[config.mk]
export PLATFORM = sky130hd
export DESIGN_NAME = spi_transaction_ctrl
export DESIGN_NICKNAME = d
export VERILOG_FILES = /design/src/rtl/spi_pkg.sv /design/src/rtl/spi_sclk_gen.sv /design/src/rtl/spi_transaction_ctrl.sv
export SDC_FILE = /design/constraint.sdc
export NUM_CORES = 1
export LEC_CHECK = 0
export ABC_AREA = 1
export CORE_ASPECT_RATIO = 1.2
export CORE_MARGIN = 3
export CORE_UTILIZATION = 40
export DETAILED_ROUTE_END_ITERATION = 16
export PLACE_DENSITY_LB_ADDON = 0.3
export REMOVE_ABC_BUFFERS = 1
export SLEW_MARGIN = 20
export SYNTH_ARGS = -nofsm -noshare
export SYNTH_HDL_FRONTEND = slang
export SYNTH_SLANG_ARGS = --single-unit
[constraint.sdc]
create_clock -name clk -period 4 [get_ports clk]
set_input_delay 1 -clock clk [delete_from_list [all_inputs] [get_ports clk]]
set_output_delay 1 -clock clk [all_outputs]
set_load 0.02 [all_outputs]
[src/rtl/spi_pkg.sv]
// rtl/spi_pkg.sv - shared states and constants for the SPI transaction controller
package spi_pkg;

    localparam int BYTE_W      = 8;
    localparam int DEFAULT_DIV = 2;

    typedef enum logic [2:0] {
        ST_IDLE,
        ST_LOAD,
        ST_SHIFT,
        ST_STORE,
        ST_DONE,
        ST_CLEAR
    } spi_state_t;

endpackage

[src/rtl/spi_sclk_gen.sv]
// rtl/spi_sclk_gen.sv - SPI mode 0 clock with one-cycle rise/fall strobes
// The strobes mark the clk edge on which sclk itself changes level.
module spi_sclk_gen #(
    parameter int DIV = 2
) (
    input  logic clk,
    input  logic rst,
    input  logic en,
    output logic sclk,
    output logic rise,
    output logic fall
);

    localparam int CW = (DIV > 1) ? $clog2(DIV) : 1;

    logic [CW-1:0] cnt;
    logic          tick;

    assign tick = en && (cnt == CW'(DIV - 1));
    assign rise = tick && !sclk;
    assign fall = tick && sclk;

    // Disabling parks sclk low so every byte starts from the idle level.
    always_ff @(posedge clk) begin
        if (rst || !en) begin
            cnt  <= '0;
            sclk <= 1'b0;
        end else if (tick) begin
            cnt  <= '0;
            sclk <= ~sclk;
        end else begin
            cnt  <= cnt + CW'(1);
        end
    end

endmodule

[src/rtl/spi_transaction_ctrl.sv]
// rtl/spi_transaction_ctrl.sv - multi-byte SPI master driven by a control register
// Each byte takes one LOAD, 16*DIV SHIFT and one STORE cycle.
module spi_transaction_ctrl
    import spi_pkg::*;
#(
    parameter int N   = 5,
    parameter int DIV = DEFAULT_DIV
) (
    input  logic              clk,
    input  logic              rst,
    input  logic              send,
    input  logic              cs_ctrl,
    input  logic              all_1s,
    input  logic              all_0s,
    input  logic [N:0]        n_tx_end,
    input  logic [BYTE_W-1:0] tx_data,
    output logic [N:0]        tx_addr,
    output logic [BYTE_W-1:0] rx_data,
    output logic [N:0]        rx_addr,
    output logic              rx_we,
    output logic              clr_send,
    output logic              hold_ctrl,
    output logic [N+1:0]      n_rx_end,
    output logic              sclk,
    output logic              mosi,
    input  logic              miso,
    output logic              cs_n
);

    spi_state_t        state_q, state_d;
    logic [N:0]        byte_cnt;
    logic [2:0]        bit_cnt;
    logic [N:0]        n_tx_end_q;
    logic              all_1s_q, all_0s_q;
    logic [BYTE_W-1:0] tx_sr, rx_sr;
    logic              sclk_rise, sclk_fall;
    logic              last_fall;

    spi_sclk_gen #(.DIV(DIV)) u_sclk (
        .clk  (clk),
        .rst  (rst),
        .en   (state_q == ST_SHIFT),
        .sclk (sclk),
        .rise (sclk_rise),
        .fall (sclk_fall)
    );

    assign last_fall = sclk_fall && (bit_cnt == 3'd7);

    always_ff @(posedge clk) begin
        if (rst) begin
            state_q <= ST_IDLE;
        end else begin
            state_q <= state_d;
        end
    end

    always_comb begin
        state_d   = state_q;
        rx_we     = 1'b0;
        hold_ctrl = 1'b0;
        clr_send  = 1'b0;
        case (state_q)
            ST_IDLE:  if (send) state_d = ST_LOAD;
            ST_LOAD:  state_d = ST_SHIFT;
            ST_SHIFT: if (last_fall) state_d = ST_STORE;
            ST_STORE: begin
                rx_we     = 1'b1;
                hold_ctrl = 1'b1;
                state_d   = (byte_cnt == n_tx_end_q) ? ST_DONE : ST_LOAD;
            end
            ST_DONE: begin
                clr_send = 1'b1;
                state_d  = ST_CLEAR;
            end
            ST_CLEAR: if (!send) state_d = ST_IDLE;
            default:  state_d = ST_IDLE;
        endcase
    end

    always_ff @(posedge clk) begin
        if (rst) begin
            byte_cnt   <= '0;
            bit_cnt    <= '0;
            n_rx_end   <= '0;
            n_tx_end_q <= '0;
            all_1s_q   <= 1'b0;
            all_0s_q   <= 1'b0;
            tx_sr      <= '0;
            rx_sr      <= '0;
        end else begin
            case (state_q)
                ST_IDLE: begin
                    byte_cnt <= '0;
                    n_rx_end <= '0;
                    if (send) begin
                        n_tx_end_q <= n_tx_end;
                        all_1s_q   <= all_1s;
                        all_0s_q   <= all_0s;
                    end
                end
                ST_LOAD: begin
                    bit_cnt <= '0;
                    tx_sr   <= all_1s_q ? 8'hFF : (all_0s_q ? 8'h00 : tx_data);
                end
                ST_SHIFT: begin
                    if (sclk_rise) begin
                        rx_sr <= {rx_sr[BYTE_W-2:0], miso};
                    end
                    if (sclk_fall) begin
                        tx_sr   <= {tx_sr[BYTE_W-2:0], 1'b0};
                        bit_cnt <= bit_cnt + 3'd1;
                    end
                    // Count is published so it is valid during the STORE cycle.
                    if (last_fall) begin
                        n_rx_end <= {1'b0, byte_cnt} + (N+2)'(1);
                    end
                end
                ST_STORE: begin
                    if (byte_cnt != n_tx_end_q) begin
                        byte_cnt <= byte_cnt + (N+1)'(1);
                    end
                end
                default: ;
            endcase
        end
    end

    assign tx_addr = byte_cnt;
    assign rx_addr = byte_cnt;
    assign rx_data = rx_sr;
    assign mosi    = (state_q == ST_SHIFT) && tx_sr[BYTE_W-1];
    assign cs_n    = !((state_q == ST_LOAD) || (state_q == ST_SHIFT) ||
                       (state_q == ST_STORE) || cs_ctrl);

endmodule

==> impl_metrics.tcl <==
set metrics [dict create \
    mappedNetlistArea_um2 2207 \
    p_seq_frac 0.404 \
    utilization 0.5260 \
    maxSlewViolCount 0 \
    total_switching_power_mw 0.6374 \
    cts.sink_count 45 \
    hpwl_mm 3.617 \
    routed_via_count_divided_by_cell_count 4.960 \
    chipHeight_um 87.37 \
    total_power_mw 1.559 \
    grt_overflow 0 \
    cts_max_level 2 \
    layout_commonest_cell "sky130_fd_sc_hd__nand2_1" \
    post_cts.repair.setup_buffers 0 \
    initial_util 0.4166 \
    maxSlewHeadroom 0.5437 \
    rows 29 \
    internal_pwr_total_mw 0.9214 \
    cp-start-kind "primary input" \
    final_area_um2 2786 \
    layout-drive-gt1-share 0.07242 \
    post_synth_inst_count 315 \
    ctsHoldBuffers 0 \
    cp_data_required_time_ns 3.00 \
    yosys_register_bits 45 \
    core_um2 5298 \
    setup_total_negative_slack_ns 0 \
    via_count_of_the_first_global_routing_pass 1912 \
    detail_route.drc_violations 0 \
    clock_pin_slew_on_the_worst_setup_and_hold_paths_ns 0.08 \
    power.share.clock 0.176 \
    post_cts_resize_count 0 \
    max_slew.worst_pin.slew_ns 0.6803 \
    power_switching_share 0.4089 \
    netlist-cell-type-count 29 \
    critical_path_class "primary input to primary output" \
    total_leakage_power_nw 1.134 \
    fin_worst_skew_ns 0.003153 \
    drtPass1Iterations 4 \
    grt_pass1_wl_mm 8.335 \
    ys.warnings.count 0 \
    gate_power_share 0.420 \
    max_freq_mhz 320.4 \
    cts_inserted_buffers 5 \
    critical-path-max-stage-delay_ns 0.61 \
    totalWireLength_mm 4.996 \
    pre_cts_ws_ns 0.8825 \
    critical_path_arrival_ns 2.12 \
    layout_common_cells "78 x sky130_fd_sc_hd__nand2_1, 53 x sky130_fd_sc_hd__clkdlybuf4s50_1, 45 x sky130_fd_sc_hd__dfxtp_1" \
    drv_cap 0 \
    final.period_utilization 0.7803 \
    clock_path_buffers 2 \
    initialDrtViolationCount 74 \
    buffer_ports.inserted 53 \
    worst_vdd_rail_ir_drop_v 0.0002179 \
    crit_path_max_fanout 1 \
    setup-violations-final 0 \
    drt-wirelength-per-cell_um 11.87 \
    fill_cells 551 \
    crit_chain "clkdlybuf4s50_1 > a21oi_1 > clkdlybuf4s50_1" \
    number_of_antenna_violations_at_the_first_check_in_global_routing 0 \
    cts_tree "yes" \
    timing.critical_path.mode_cell "sky130_fd_sc_hd__clkdlybuf4s50_1" \
    drtAntennaViolNets 0 \
    final_net_count 382 \
    post-route-min-period_ns 3.121 \
    clock_insertion_delay_worst_skew_ns 0.30 \
    layout-area-overhead-vs-synth_pct 26.25 \
    count_of_final_hold_check_violations 0 \
    placed_cells_incl_taps 413 \
    seq_area_frac_synth 0.4082 \
    fp.dieW_um 73.81 \
    globalplace.congestion 0.8285 \
    grt_setup_unrepaired "false" \
    worst-path-buf-inv 2 \
    routed-via-count 2088 \
    crit_path_top_delay_cell "sky130_fd_sc_hd__clkdlybuf4s50_1" \
    synth.avg_cell_area_um2 7.007 \
    power_density_nw_per_um2 559.4 \
    root_buffer "sky130_fd_sc_hd__clkbuf_8" \
    fin_hold_ws_ns 0.4469 \
    die-area_um2 6449 \
    status "completed" \
    io_pins 54 \
    n_antenna_cell 0 \
    cpLargestDelayFamily "buffers and inverters" \
    global_route.usage.total 0.1657 \
    worstHoldPathType "flop to flop" \
    end_kind "primary output" \
    grt_max_degree 29 \
    post_layout_nonfiller_instances 421 \
    place_area_um2 2704 \
    postLayoutSetupSlackWorst_ns 0.8787 \
]
-- layer usage --
layer  share of wire  track usage  routed length (um)
met1            0.44       0.1884                2202
met2            0.50       0.2919                2474
met3           0.047      0.03811                 233
met4           0.017      0.06919                  87
met5               0            0                   0
-- final timing paths --
check | startpoint | end | slack [ns] | cells after the start
worst max-delay path | cs_ctrl | cs_n | 0.88 | 3
worst min-delay path | u_sclk.cnt | u_sclk.cnt | 0.45 | 1
worst max register to register | state_q[2] | bit_cnt[0] | 1.86 | 7
worst min register to register | u_sclk.cnt | u_sclk.cnt | 0.45 | 1
-- power by group through the flow --
stage | registers, mW | clock network, mW | logic [mW]
6_report | 0.630 | 0.274 | 0.654
5_1_grt | 0.647 | 0.297 | 0.741
4_1_cts | 0.632 | 0.282 | 0.660
3_5_place_dp | 0.642 | 0 | 0.659
3_3_place_gp | 0.640 | 0 | 0.647
2_1_floorplan | 0.679 | 0 | 0.391
-- flip-flops by register name (all words and copies together) (netlist names) --
register	count
tx_sr	8
u_sclk.sclk	1
rx_addr	6
rx_data	8
all_0s_q	1
n_rx_end	7
bit_cnt	3
all_1s_q	1
state_q	3
n_tx_end_q	6
u_sclk.cnt	1
-- cell usage after synthesis (all sizes together) --
cell / instances / share of area
nand4: 2 / 0.0057
clkbuf: 3 / 0.0051
a31oi: 7 / 0.020
nor3: 4 / 0.016
a21oi: 29 / 0.066
a31o: 1 / 0.0040
inv: 38 / 0.066
o21ai: 31 / 0.070
buf: 15 / 0.049
dfxtp: 45 / 0.41
xor2: 1 / 0.0040
ha: 3 / 0.017
o211a: 1 / 0.0045
o211ai: 1 / 0.0034
nor2: 27 / 0.048
nand3: 23 / 0.058
clkinv: 1 / 0.0017
nand2: 83 / 0.15
-- cells by family after synthesis --
group,synth area share
compound gates,0.1678
flops,0.4082
simple gates,0.2817
fa+ha+maj,0.01701
xor+xnor,0.003969
buf+inv,0.1213
-- area by class of cell --
class	count	area [um2]	share of cell area
Multi-Input combinational cell	213	1039	0.3727
Sequential cell	45	900.9	0.3233
Timing Repair Buffer	54	538.0	0.1931
Inverter	39	148.9	0.05344
Tap cell	62	77.57	0.02784
Clock buffer	6	72.57	0.02604
Clock inverter	2	10.01	0.003592
(Power assumes the default switching activity.)
